$ cat src/rtl/rounding_pkg.sv
// Shared FP rounding definitions: rounding modes, status layout and divider constants.
// The divider FSM states live here too so the datapath and its round stage agree.
package rounding_pkg;

    typedef enum logic [2:0] {
        IEEE_near = 3'd0,
        IEEE_zero = 3'd1,
        IEEE_pinf = 3'd2,
        IEEE_ninf = 3'd3,
        near_up   = 3'd4,
        away_zero = 3'd5
    } round_mode_t;

    typedef enum logic [2:0] {
        IDLE  = 3'd0,
        SETUP = 3'd1,
        DIV   = 3'd2,
        ROUND = 3'd3,
        DONE  = 3'd4
    } div_state_t;

    localparam int EXP_W = 8;
    localparam int MAN_W = 23;
    localparam int BIAS  = 127;
    localparam int QBITS = 25;

    localparam logic [4:0]  CNT_INIT = 5'(QBITS - 1);
    localparam logic [31:0] QNAN     = 32'h7FC00000;
    localparam logic [30:0] MAXF_MAG = 31'h7F7FFFFF;

    localparam int ST_ZERO    = 0;
    localparam int ST_INF     = 1;
    localparam int ST_NAN     = 2;
    localparam int ST_TINY    = 3;
    localparam int ST_HUGE    = 4;
    localparam int ST_INEXACT = 5;
    localparam int ST_DIVZERO = 7;

endpackage

$ cat src/rtl/fp_div_round.sv
// Final rounding of the restoring-division quotient, including overflow to
// inf/max-finite and flush-to-zero (or min-normal) underflow.
module fp_div_round
    import rounding_pkg::*;
(
    input  logic              i_sign,
    input  logic signed [9:0] i_exp,
    input  logic [QBITS-1:0]  i_q,
    input  logic              i_sticky,
    input  logic [2:0]        i_mode,
    output logic [31:0]       o_z,
    output logic [7:0]        o_status
);
    logic              w_guard, w_lsb, w_inexact, w_up, w_away, w_toward;
    logic [24:0]       w_sum;
    logic signed [9:0] w_exp;

    assign w_guard   = i_q[0];
    assign w_lsb     = i_q[1];
    assign w_inexact = w_guard | i_sticky;
    assign w_away    = (i_mode == away_zero) || (i_mode == IEEE_pinf && !i_sign) ||
                       (i_mode == IEEE_ninf && i_sign);
    assign w_toward  = (i_mode == IEEE_zero) || (i_mode == IEEE_pinf && i_sign) ||
                       (i_mode == IEEE_ninf && !i_sign);

    // Round-up decision per mode; unused codes fall back to nearest-even
    always_comb begin
        w_up = 1'b0;
        case (i_mode)
            IEEE_near: w_up = w_guard & (i_sticky | w_lsb);
            IEEE_zero: w_up = 1'b0;
            IEEE_pinf: w_up = w_inexact & ~i_sign;
            IEEE_ninf: w_up = w_inexact & i_sign;
            near_up:   w_up = (w_guard & ~i_sign) | (w_guard & i_sticky);
            away_zero: w_up = w_inexact;
            default:   w_up = w_guard & (i_sticky | w_lsb);
        endcase
    end

    // A carry out of the significand leaves the stored mantissa bits at zero
    assign w_sum = {1'b0, i_q[QBITS-1:1]} + {24'd0, w_up};
    assign w_exp = w_sum[24] ? (i_exp + 10'sd1) : i_exp;

    // Range handling on the rounded exponent
    always_comb begin
        o_z                  = {i_sign, w_exp[7:0], w_sum[22:0]};
        o_status             = 8'd0;
        o_status[ST_INEXACT] = w_inexact;
        if (w_exp >= 10'sd255) begin
            o_status[ST_HUGE]    = 1'b1;
            o_status[ST_INEXACT] = 1'b1;
            if (w_toward) begin
                o_z = {i_sign, MAXF_MAG};
            end else begin
                o_z              = {i_sign, 8'hFF, 23'd0};
                o_status[ST_INF] = 1'b1;
            end
        end else if (w_exp <= 10'sd0) begin
            o_status[ST_TINY]    = 1'b1;
            o_status[ST_INEXACT] = 1'b1;
            if (w_away) begin
                o_z = {i_sign, 8'h01, 23'd0};
            end else begin
                o_z               = {i_sign, 31'd0};
                o_status[ST_ZERO] = 1'b1;
            end
        end else begin
            o_z = {i_sign, w_exp[7:0], w_sum[22:0]};
        end
    end

endmodule

$ cat src/rtl/fp_div.sv
// Iterative binary32 divider: radix-2 restoring division, one quotient bit per
// cycle, behind a start/busy/done handshake. Denormal inputs read as zero.
module fp_div
    import rounding_pkg::*;
(
    input  logic        clk,
    input  logic        rst,
    input  logic        start,
    input  logic [31:0] a,
    input  logic [31:0] b,
    input  logic [2:0]  rnd,
    output logic        busy,
    output logic        done,
    output logic [31:0] z,
    output logic [7:0]  status
);
    div_state_t        r_state, w_next;
    logic [31:0]       r_a, r_b, r_z;
    logic [2:0]        r_rnd;
    logic              r_sign, r_busy, r_done;
    logic signed [9:0] r_exp;
    logic [25:0]       r_rem;
    logic [23:0]       r_div;
    logic [QBITS-1:0]  r_q;
    logic [4:0]        r_cnt;
    logic [7:0]        r_status;

    logic [EXP_W-1:0]  w_ea, w_eb;
    logic [MAN_W-1:0]  w_ma, w_mb;
    logic              w_sign, w_a_zero, w_b_zero, w_a_inf, w_b_inf, w_a_nan, w_b_nan;
    logic              w_special;
    logic [31:0]       w_spec_z, w_rnd_z;
    logic [7:0]        w_spec_status, w_rnd_status;
    logic [23:0]       w_r_init, w_d_init;
    logic [9:0]        w_exp_init;
    logic [25:0]       w_t;

    assign w_ea       = r_a[30:23];
    assign w_eb       = r_b[30:23];
    assign w_ma       = r_a[22:0];
    assign w_mb       = r_b[22:0];
    assign w_sign     = r_a[31] ^ r_b[31];
    assign w_a_zero   = (w_ea == 8'd0);
    assign w_b_zero   = (w_eb == 8'd0);
    assign w_a_inf    = (w_ea == 8'hFF) && (w_ma == 23'd0);
    assign w_b_inf    = (w_eb == 8'hFF) && (w_mb == 23'd0);
    assign w_a_nan    = (w_ea == 8'hFF) && (w_ma != 23'd0);
    assign w_b_nan    = (w_eb == 8'hFF) && (w_mb != 23'd0);
    assign w_r_init   = {1'b1, w_ma};
    assign w_d_init   = {1'b1, w_mb};
    assign w_exp_init = {2'b00, w_ea} - {2'b00, w_eb} + 10'(BIAS);
    // The remainder stays below twice the divisor, so bit 25 flags a negative trial
    assign w_t        = r_rem - {2'b00, r_div};

    // Special-operand classification, resolved entirely in SETUP
    always_comb begin
        w_special     = 1'b1;
        w_spec_z      = {w_sign, 31'd0};
        w_spec_status = 8'd0;
        if (w_a_nan || w_b_nan || (w_a_zero && w_b_zero) || (w_a_inf && w_b_inf)) begin
            w_spec_z              = QNAN;
            w_spec_status[ST_NAN] = 1'b1;
        end else if (w_a_inf) begin
            w_spec_z              = {w_sign, 8'hFF, 23'd0};
            w_spec_status[ST_INF] = 1'b1;
        end else if (w_b_zero) begin
            w_spec_z                  = {w_sign, 8'hFF, 23'd0};
            w_spec_status[ST_INF]     = 1'b1;
            w_spec_status[ST_DIVZERO] = 1'b1;
        end else if (w_a_zero || w_b_inf) begin
            w_spec_z               = {w_sign, 31'd0};
            w_spec_status[ST_ZERO] = 1'b1;
        end else begin
            w_special = 1'b0;
        end
    end

    fp_div_round u_round (
        .i_sign   (r_sign),
        .i_exp    (r_exp),
        .i_q      (r_q),
        .i_sticky (r_rem != 26'd0),
        .i_mode   (r_rnd),
        .o_z      (w_rnd_z),
        .o_status (w_rnd_status)
    );

    // State register
    always_ff @(posedge clk or posedge rst) begin
        if (rst) r_state <= IDLE;
        else     r_state <= w_next;
    end

    // Next-state logic
    always_comb begin
        w_next = r_state;
        case (r_state)
            IDLE:    if (start) w_next = SETUP; else w_next = IDLE;
            SETUP:   if (w_special) w_next = DONE; else w_next = DIV;
            DIV:     if (r_cnt == 5'd0) w_next = ROUND; else w_next = DIV;
            ROUND:   w_next = DONE;
            DONE:    w_next = IDLE;
            default: w_next = IDLE;
        endcase
    end

    // Operand capture, division datapath and registered handshake/result
    always_ff @(posedge clk or posedge rst) begin
        if (rst) begin
            r_a      <= 32'd0;
            r_b      <= 32'd0;
            r_rnd    <= 3'd0;
            r_sign   <= 1'b0;
            r_exp    <= 10'sd0;
            r_rem    <= 26'd0;
            r_div    <= 24'd0;
            r_q      <= '0;
            r_cnt    <= 5'd0;
            r_busy   <= 1'b0;
            r_done   <= 1'b0;
            r_z      <= 32'd0;
            r_status <= 8'd0;
        end else begin
            r_busy <= (w_next == SETUP) || (w_next == DIV) || (w_next == ROUND);
            r_done <= (w_next == DONE);
            case (r_state)
                IDLE: begin
                    if (start) begin
                        r_a   <= a;
                        r_b   <= b;
                        r_rnd <= rnd;
                    end
                end
                SETUP: begin
                    r_sign <= w_sign;
                    r_div  <= w_d_init;
                    r_q    <= '0;
                    r_cnt  <= CNT_INIT;
                    if (w_special) begin
                        r_z      <= w_spec_z;
                        r_status <= w_spec_status;
                    end else if (w_r_init < w_d_init) begin
                        r_rem <= {1'b0, w_r_init, 1'b0};
                        r_exp <= $signed(w_exp_init - 10'd1);
                    end else begin
                        r_rem <= {2'b00, w_r_init};
                        r_exp <= $signed(w_exp_init);
                    end
                end
                DIV: begin
                    if (!w_t[25]) begin
                        r_q   <= {r_q[QBITS-2:0], 1'b1};
                        r_rem <= {w_t[24:0], 1'b0};
                    end else begin
                        r_q   <= {r_q[QBITS-2:0], 1'b0};
                        r_rem <= {r_rem[24:0], 1'b0};
                    end
                    if (r_cnt != 5'd0) r_cnt <= r_cnt - 5'd1;
                end
                ROUND: begin
                    r_z      <= w_rnd_z;
                    r_status <= w_rnd_status;
                end
                default: begin
                end
            endcase
        end
    end

    assign busy   = r_busy;
    assign done   = r_done;
    assign z      = r_z;
    assign status = r_status;

endmodule

$ cat config.mk
export PLATFORM = sky130hd
export DESIGN_NAME = fp_div
export DESIGN_NICKNAME = d
export VERILOG_FILES = /design/src/rtl/rounding_pkg.sv /design/src/rtl/fp_div_round.sv /design/src/rtl/fp_div.sv
export SDC_FILE = /design/constraint.sdc
export NUM_CORES = 1
export LEC_CHECK = 0
export ABC_AREA = 1
export CAP_MARGIN = 20
export CORE_ASPECT_RATIO = 0.5
export CORE_MARGIN = 2
export CORE_UTILIZATION = 40
export DETAILED_ROUTE_END_ITERATION = 16
export RECOVER_POWER = 100
export SLEW_MARGIN = 20
export SYNTH_ARGS = -nofsm -noshare
export SYNTH_HDL_FRONTEND = slang
export SYNTH_HIERARCHICAL = 1
export SYNTH_SLANG_ARGS = --single-unit
$ cat constraint.sdc
create_clock -name clk -period 6.3 [get_ports clk]
set_input_delay 0.63 -clock clk [delete_from_list [all_inputs] [get_ports clk]]
set_output_delay 0.63 -clock clk [all_outputs]
set_load 0.03 [all_outputs]
Word level (Yosys, flattened, before mapping)
Cells that the tools add are included. Widths: inputs -> output; s select.

Add/sub/neg operators: 7. $lt $le $gt $ge: 3. Equal/unequal tests: 17. Muxes and demuxes: 48. Bitwise logic cells: 11. Reduce and logical (&&, ||, !) cells: 38.

Operators with widths (number): $mux 31 (4); $mux 32 (2); $pmux 32 s2 (1); $mux 26 (2); $pmux 26 s2 (1); $pmux 25 s2 (1); $mux 24 (2); $logic_not 23->1 (2); $reduce_bool 23->1 (2); $reduce_bool 26->1 (1); $sub 26x24->26 (1); $add 24x1->25 (1); $mux 25 (1); $lt 24x24->1 (1); $mux 1 (24); $mux 10 (2); $eq 3x2->1 const B (6); $eq 8x8->1 const B (2); $logic_not 8->1 (2); $pmux 8 s2 (1); $pmux 3 s4 (1); $add 10x2->10 const B (1); $add 9x8->10 const B (1); $ge 10x9->1 const B (1); 25 further kinds (61).

Flip-flop bits (word level): 203. Input port bits: 70. Output and inout port bits: 42. Logic and storage cells: 138.

Depth between registers and ports, before layout
Gate-level depths: netlist (run 1).

Word-level depth: 12. Depth in mapped cells: 32.

Cells and area by module
The synthesis (run 1) kept the hierarchy.

By module, submodules not included: fp_div (instances 1, cells each 1664, area an instance 12230.5 um^2, sequential area each 5079.9 um^2); fp_div_round (instances 1, cells each 303, area an instance 1584.0 um^2, sequential area each 0.0 um^2).

Least setup slack after synthesis (run 1)
Ideal clock, no wire load.

Kind: register to register. Start: register r_rem[2]. End: register r_z[22] (netlist: z[22]). Library setup time: 0.117 ns. Arrival time: 3.149 ns. Data required time: 6.183 ns. Slack: 3.034 ns. Cell stages (with the launch flop): 30. Period minus slack after synthesis: 3.266 ns. Cell sequence: dfrtp_1 -> nor4_1 -> nand3_1 -> nor3_1 -> nand4_1 -> nor2_1 -> a21oi_1 -> nand3b_1 -> ha_1 -> ha_1 -> nand2_1 -> inv_2 -> nand2_1 -> nor2_2 -> nand2_2 -> buf_6 -> nand2_1 -> nand2_1 -> nand2_1 -> nor2_1 -> nand3_2 -> nand2_4 -> buf_6 -> nor2_1 -> nand2_1 -> nand2_1 -> nand2_1 -> nand2_1 -> nand2_1 -> nand2_1.

Cells in the longest elaborated chain, start to end: 10. Elaborated cells on any way between the ends: 16. Classes of those cells: 1 x add/sub; 2 x order compare; 5 x mux; 7 x bitwise; 1 x reduce/logical.

RTL lines: start, declared (RTL line fp_div.sv:22) `logic [25:0] r_rem;`; start signal, assigned (RTL line fp_div.sv:143) `r_rem <= {1'b0, w_r_init, 1'b0};`; start signal, assigned (RTL line fp_div.sv:146) `r_rem <= {2'b00, w_r_init};`; start signal, assigned (RTL line fp_div.sv:153) `r_rem <= {w_t[24:0], 1'b0};`; $reduce_bool 26->1 * (RTL line fp_div.sv:82) `.i_sticky (r_rem != 26'd0),`; $or 1x1->1, or another cell as far along (RTL line fp_div_round.sv:30, fp_div_round.sv:36); $and 1x1->1, or another cell as far along (RTL line fp_div_round.sv:30, fp_div_round.sv:36); $pmux 1 s5 * (RTL line fp_div_round.sv:29) `case (i_mode)`; $add 24x1->25 * (RTL line fp_div_round.sv:41) `assign w_sum = {1'b0, i_q[QBITS-1:1]} + {24'd0, w_up};`; $mux 10 (RTL line fp_div_round.sv:42) `assign w_exp = w_sum[24] ? (i_exp + 10'sd1) : i_exp;`; $le 10x1->1 (RTL line fp_div_round.sv:58) `end else if (w_exp <= 10'sd0) begin`; $mux 31 (RTL line fp_div_round.sv:58); $mux 31 * (RTL line fp_div_round.sv:49) `if (w_exp >= 10'sd255) begin`; net w_rnd_z[22] (RTL line fp_div.sv:32) `logic [31:0] w_spec_z, w_rnd_z;`; $pmux 32 s2 * (RTL line fp_div.sv:126) `case (r_state)`; end signal, assigned (RTL line fp_div.sv:140) `r_z <= w_spec_z;`; end signal, assigned (RTL line fp_div.sv:161) `r_z <= w_rnd_z;`; end, declared (RTL line fp_div.sv:18) `logic [31:0] r_a, r_b, r_z;`.

Mark *: on every way through the listed nets, which the timed path passes. The rest lies on a longest branch. A chain may end at the register's enable or synchronous reset.

Worst setup path in the final report (run 1)
Same ends and word-level chain as after synthesis.

==> impl_metrics.json, run 1 <==
{
  "cp_top_family": "simple AND/OR/NAND/NOR gates",
  "grt_pass1_wl_um": 61430,
  "ctsLongestPathBuffers": 3,
  "power_density_nw_per_um2": 631.3,
  "post_cts_buffers": 0,
  "num_io_pins": 112,
  "synthCells": 1967,
  "post_drt_wl_per_cell_um": 14.92,
  "htree_levels": 1,
  "nFillCells": 3576,
  "num_vias": 12538,
  "final_cell_mix": "559 x nand2_1, 254 x inv_1, 203 x nand3_1, 203 x dfrtp_1, 197 x nor2_1",
  "antenna_found_initial": 0,
  "skew_ns": 0.02023,
  "leakage_nw": 8.259,
  "cap_violations": 7,
  "postCtsHoldBufs": 0,
  "post_drt_via_cell_ratio": 5.005,
  "yosysUniqueCellTypes": 48,
  "required_ns": 6.72,
  "track_usage": 0.2089,
  "fin_crit_ns": 5.050,
  "crit_type": "flop to flop",
  "rr_endpoint": "z[22]",
  "path_buf_inv": 3,
  "gp_congestion": 0.9257,
  "utilization": 0.4628,
  "root_buffer": "clkbuf_16",
  "drtAntennaViolNets": 0,
  "ys.flop_type": "dfrtp_1",
  "worstHoldStart": "r_div[23]",
  "final_cell_area_um2": 15840,
  "yosys-top-cells-area": "dfrtp_1 37%, nand2_1 15%, nand3_1 7.3%",
  "netlist_area_um2": 13810,
  "die_w_um": 266.8,
  "yosysWarnings": 6,
  "synth_top_area_frac": 0.3677,
  "clkSinkCount": 203,
  "min_path_type": "flop to flop",
  "r2r_slack_ns": 1.25,
  "rows": 48,
  "finalSetupTns_ns": 0,
  "die_area_um2": 36130,
  "placed_area_um2": 15160,
  "outcome": "finished with violations",
  "dp.final_hpwl_um": 28240,
  "setup_viol": 0,
  "layout.nets": 2172,
  "power_mw": 10.00,
  "fin_ws_ns": 1.250,
  "crit_arrival_ns": 5.47,
  "r2r-start": "r_rem[2]",
  "synth_edf_count": 0,
  "holdPathStages": 2,
  "syn_to_final_growth_pct": 14.68,
  "fin_hold_ws_ns": 0.4708,
  "wl_um": 37380,
  "grt_max_degree": 138,
  "rsz0062_at_grt": "false",
  "numCtsBuffers": 23,
  "grt_pass1_vias": 11524,
  "drtIter0Drc": 977,
  "worst_skew_pair.late_latency_ns": 0.53,
  "dp_cells": 2463,
  "violations": "capacitance limit, slew limit",
  "crit_path_end_kind": "flop",
  "yosys.area.top_type": "dfrtp_1",
  "overflow": 0,
  "die_h_um": 135.4,
  "fp.coreArea_um2": 34230,
  "ys_ff_latch": 203,
  "final-hold-violation-count": 0,
  "tightest_slew_ns": 3.083,
  "clkTransAtPathRegs_ns": 0.06,
  "ir_drop_uv": 216.3,
  "rr_worst_depth": 29,
  "max_slew_margin": -1.067,
  "fin_crit_sh": 0.8015,
  "slowest_delay_ns": 0.50,
  "hold_path_end": "r_div[23]",
  "layout-drive-gt1-share": 0.05547,
  "post_cts_resized": 0,
  "final_max_slew_viol_count": 449,
  "cp_max_fo": 33,
  "seq_area_frac_synth": 0.3677,
  "cp_common_cell": "nand2_1",
  "crit_path_top_delay_cell": "nand2_2",
  "worst_setup_path_start_kind": "flop",
  "drcViolationCount": 0,
  "place_ws_ns": 1.694,
  "cts_tree": "yes",
  "first_pass_iters": 8,
  "max_freq_mhz": 198.0,
  "avgSynthCellArea_um2": 7.023,
  "synth_async_sr_flop_share": 1.000,
  "portBuffers": 111,
  "antenna_cells": 0,
  "start_util": 0.4035,
  "final_common_cell": "nand2_1",
  "finalNonFillerCells": 2505
}
==> cell type report <==
cell class	count	area, um2	share of cell area
Timing Repair Buffer	119	1160	0.07321
Tap cell	450	563.0	0.03554
Clock inverter	10	122.6	0.007740
Sequential cell	203	5080	0.3206
Clock buffer	32	649.4	0.04099
Multi-Input combinational cell	1424	7261	0.4583
Inverter	267	1007	0.06358
==> tightest hold or removal path, stage by stage (launching register included) <==
cell and delay [ns]:
dfrtp_1 0.32, inv_1 0.06, nand2_1 0.06
==> synth_stat cells, types with 3 or more instances <==
cell type / instances
nand4_1: 41
nand2_2: 16
inv_1: 253
o22ai_1: 24
o21bai_1: 5
buf_1: 6
nand3_1: 201
nor2_1: 192
a21oi_1: 115
nand3_2: 16
buf_2: 20
nor4_1: 5
mux2_2: 16
nand3b_1: 8
nand2_1: 553
nor2_2: 10
ha_1: 62
nor3_1: 16
buf_4: 9
inv_2: 10
xor2_1: 20
o21ai_1: 12
xnor2_1: 15
o21ai_0: 59
buf_6: 13
or2_2: 3
o21a_1: 3
nand2_4: 4
a21o_1: 5
clkbuf_1: 27
dfrtp_1: 203
==> report_power, final <==
part,switching (mW),total [mW],internal [mW]
clock network,0.576,1.39,0.810
logic,4.07,6.23,2.15
registers,0.497,2.39,1.89
==> metal layers <==
metal	global-route usage	up-vias	wire, um
met5	0	-	0
met2	0.3200	220	15760
met4	0.03464	0	533
li1	-	6446	-
met3	0.02617	41	1507
met1	0.3181	5831	19570
==> logic make-up (layout without fill, tap and decap cells) <==
| family | count (synthesis) | count (layout) | share of synthesized area |
|---|---|---|---|
| and+or+nand+nor | 1073 | 1073 | 0.3414 |
| AOI/OAI and AO/OA | 233 | 233 | 0.09184 |
| DFF | 203 | 203 | 0.3677 |
| muxes | 16 | 16 | 0.01304 |
| other | 1 | 3 | 0.0002715 |
| buffers and inverters | 342 | 428 | 0.1045 |
| xor gates and xnor gates | 35 | 35 | 0.02219 |
| adders and majority gates | 64 | 64 | 0.05905 |
==> state kept, by name, indices dropped and copies added (netlist names), 5 cells and up <==
| name | flops |
|---|---|
| r_exp | 10 |
| z | 32 |
| r_q | 25 |
| r_div | 24 |
| r_a | 32 |
| status | 8 |
| r_rem | 26 |
| r_cnt | 5 |
| r_b | 32 |
==> worst max-delay path by stage <==
stage / cells after the start / end / slack [ns] / startpoint
6_report: 29 / z[22] / 1.25 / r_rem[2]
5_1_grt: 29 / z[22] / 0.66 / r_rem[2]
4_1_cts: 29 / z[22] / 1.68 / r_rem[2]
3_5_place_dp: 29 / z[22] / 1.69 / r_rem[2]
3_3_place_gp: 27 / z[22] / 1.92 / r_rem[14]
2_1_floorplan: 1 / busy / 0.13 / rst
Power figures use the tool's default switching activity.
==> run 2, diff against run 1 <==
==> constraint.sdc (replaced) <==
create_clock -name clk -period 4.3 [get_ports clk]
set_input_delay 0.43 -clock clk [delete_from_list [all_inputs] [get_ports clk]]
set_output_delay 0.43 -clock clk [all_outputs]
set_load 0.03 [all_outputs]
==> impl_metrics.json, run 2 (synthesis results as in run 1) <==
{
  "outcome": "finished with violations",
  "violations": "capacitance limit, slew limit",
  "postCtsHoldBufs": 0,
  "min_path_type": "input port to flop",
  "met3_usage": 0.03526,
  "htree_levels": 1,
  "grt_pass1_vias": 11872,
  "post_drt_wl_per_cell_um": 15.36,
  "fp.coreArea_um2": 34230,
  "setup_viol": 0,
  "num_io_pins": 112,
  "grt_pass1_wl_um": 63100,
  "final-hold-violation-count": 0,
  "grt_max_degree": 107,
  "crit_path_top_delay_cell": "dfrtp_1",
  "antenna_cells": 0,
  "rows": 48,
  "finalSetupTns_ns": 0,
  "cts_tree": "yes",
  "leakage_nw": 8.343,
  "ir_drop_uv": 471.3,
  "dp.final_hpwl_um": 28960,
  "power_density_nw_per_um2": 934.7,
  "crit_path_end_kind": "flop",
  "cap_violations": 4,
  "tightest_slew_ns": 2.464,
  "track_usage": 0.2166,
  "grt_util_met2": 0.3385,
  "first_pass_iters": 6,
  "drtIter0Drc": 795,
  "ctsLongestPathBuffers": 3,
  "worst_skew_pair.late_latency_ns": 0.54,
  "post_drt_via_cell_ratio": 5.031,
  "die_w_um": 266.8,
  "overflow": 0,
  "nFillCells": 3585,
  "slowest_delay_ns": 0.42,
  "clkSinkCount": 203,
  "skew_ns": 0.02575,
  "dp_cells": 2472,
  "fin_crit_sh": 0.9093,
  "layout.nets": 2183,
  "gp_congestion": 0.9125,
  "die_h_um": 135.4,
  "portBuffers": 111,
  "worst_setup_path_start_kind": "flop",
  "numCtsBuffers": 23,
  "die_area_um2": 36130,
  "cp_common_cell": "nand2_1",
  "finalNonFillerCells": 2516,
  "syn_to_final_growth_pct": 15.71,
  "max_freq_mhz": 255.8,
  "start_util": 0.4035,
  "drcViolationCount": 0,
  "clkTransAtPathRegs_ns": 0.07,
  "layout-drive-gt1-share": 0.06099,
  "met1_usage": 0.3201,
  "final_common_cell": "nand2_1",
  "max_slew_margin": -0.6429,
  "cp_max_fo": 19,
  "rsz0062_at_grt": "false",
  "final_max_slew_viol_count": 247,
  "root_buffer": "clkbuf_16",
  "top_usage_layer": "met2",
  "final_cell_mix": "554 x nand2_1, 254 x inv_1, 212 x nand3_1",
  "fin_crit_ns": 3.910,
  "crit_type": "flop to flop",
  "num_vias": 12658,
  "drtAntennaViolNets": 0,
  "required_ns": 4.71,
  "antenna_found_initial": 0,
  "crit_arrival_ns": 4.32,
  "wl_um": 38660
}
[run 2: changes by cell type in the layout (fill, tap and decap cells not counted), sizes merged]
cell      delta
buf          +7
bufinv       +2
clkinv       +2
clkinvlp     -1
inv          +1
[run 2: per-stage QoR]
stage	instance area (um2)	util	power (mW)	setup WS [ns]	hold slack (ns)
5_1_grt	15980	0.4669	16.51	0.007724	0.4637
3_5_place_dp	15240	0.4451	12.81	0.09924	0.4590
4_1_cts	16060	0.4692	15.07	0.05673	0.3403
2_1_floorplan	13830	-	10.42	1.034	0.4259
6_report	15980	0.4669	14.94	0.3899	0.4661
3_3_place_gp	15240	0.4451	12.70	0.2549	0.4570
[run 2: layout make-up]
type	instances	area, um2	area share
repair buffers	130	1235	0.07726
flip-flops and latches	203	5080	0.3178
well taps	450	563.0	0.03523
clock inverters	14	201.4	0.01260
multi-input cells	1424	7273	0.4550
clock buffers	28	624.3	0.03906
inverters	267	1007	0.06301
[run 2: critical path: cells and delay by family, from the launching register on]
family | cells | cell delay [ns]
DFF | 1 | 0.42
and+or+nand+nor | 23 | 2.64
adders and majority gates | 2 | 0.39
AOI/OAI and AO/OA | 1 | 0.06
buffers and inverters | 2 | 0.24
[run 2: final timing paths]
check                               start        end  slack [ns]  cells after the start
worst max-delay path             r_rem[2]      z[22]        0.39                     28
worst min-delay path                b[28]    r_b[28]        0.47                      3
worst max register to register   r_rem[2]      z[22]        0.39                     28
worst min register to register  r_div[23]  r_div[23]        0.47                      2
max in group asynchronous             rst    r_a[13]        0.71                      3
min in group asynchronous             rst      z[15]        0.61                      2
[run 2: routing by layer]
metal / routed length, um / vias up / share of wire
met5: 0 / - / 0
met4: 568 / 0 / 0.015
met3: 1903 / 44 / 0.049
met2: 16650 / 273 / 0.43
met1: 19530 / 5856 / 0.51
li1: - / 6485 / -
[run 2: what timing repair did]
item	CTS	global route
resized for setup	0	6
buffers inserted	0	1
endpoints found under the setup margin	0	35
[run 2: power by group]
| part | internal, mW | leakage, nW | switching (mW) | total [mW] |
|---|---|---|---|---|
| clock | 1.29 | 0.401 | 0.881 | 2.17 |
| combinational | 3.19 | 5.47 | 6.07 | 9.27 |
| sequential | 2.77 | 2.47 | 0.734 | 3.50 |
| total | 7.26 | 8.34 | 7.69 | 14.9 |
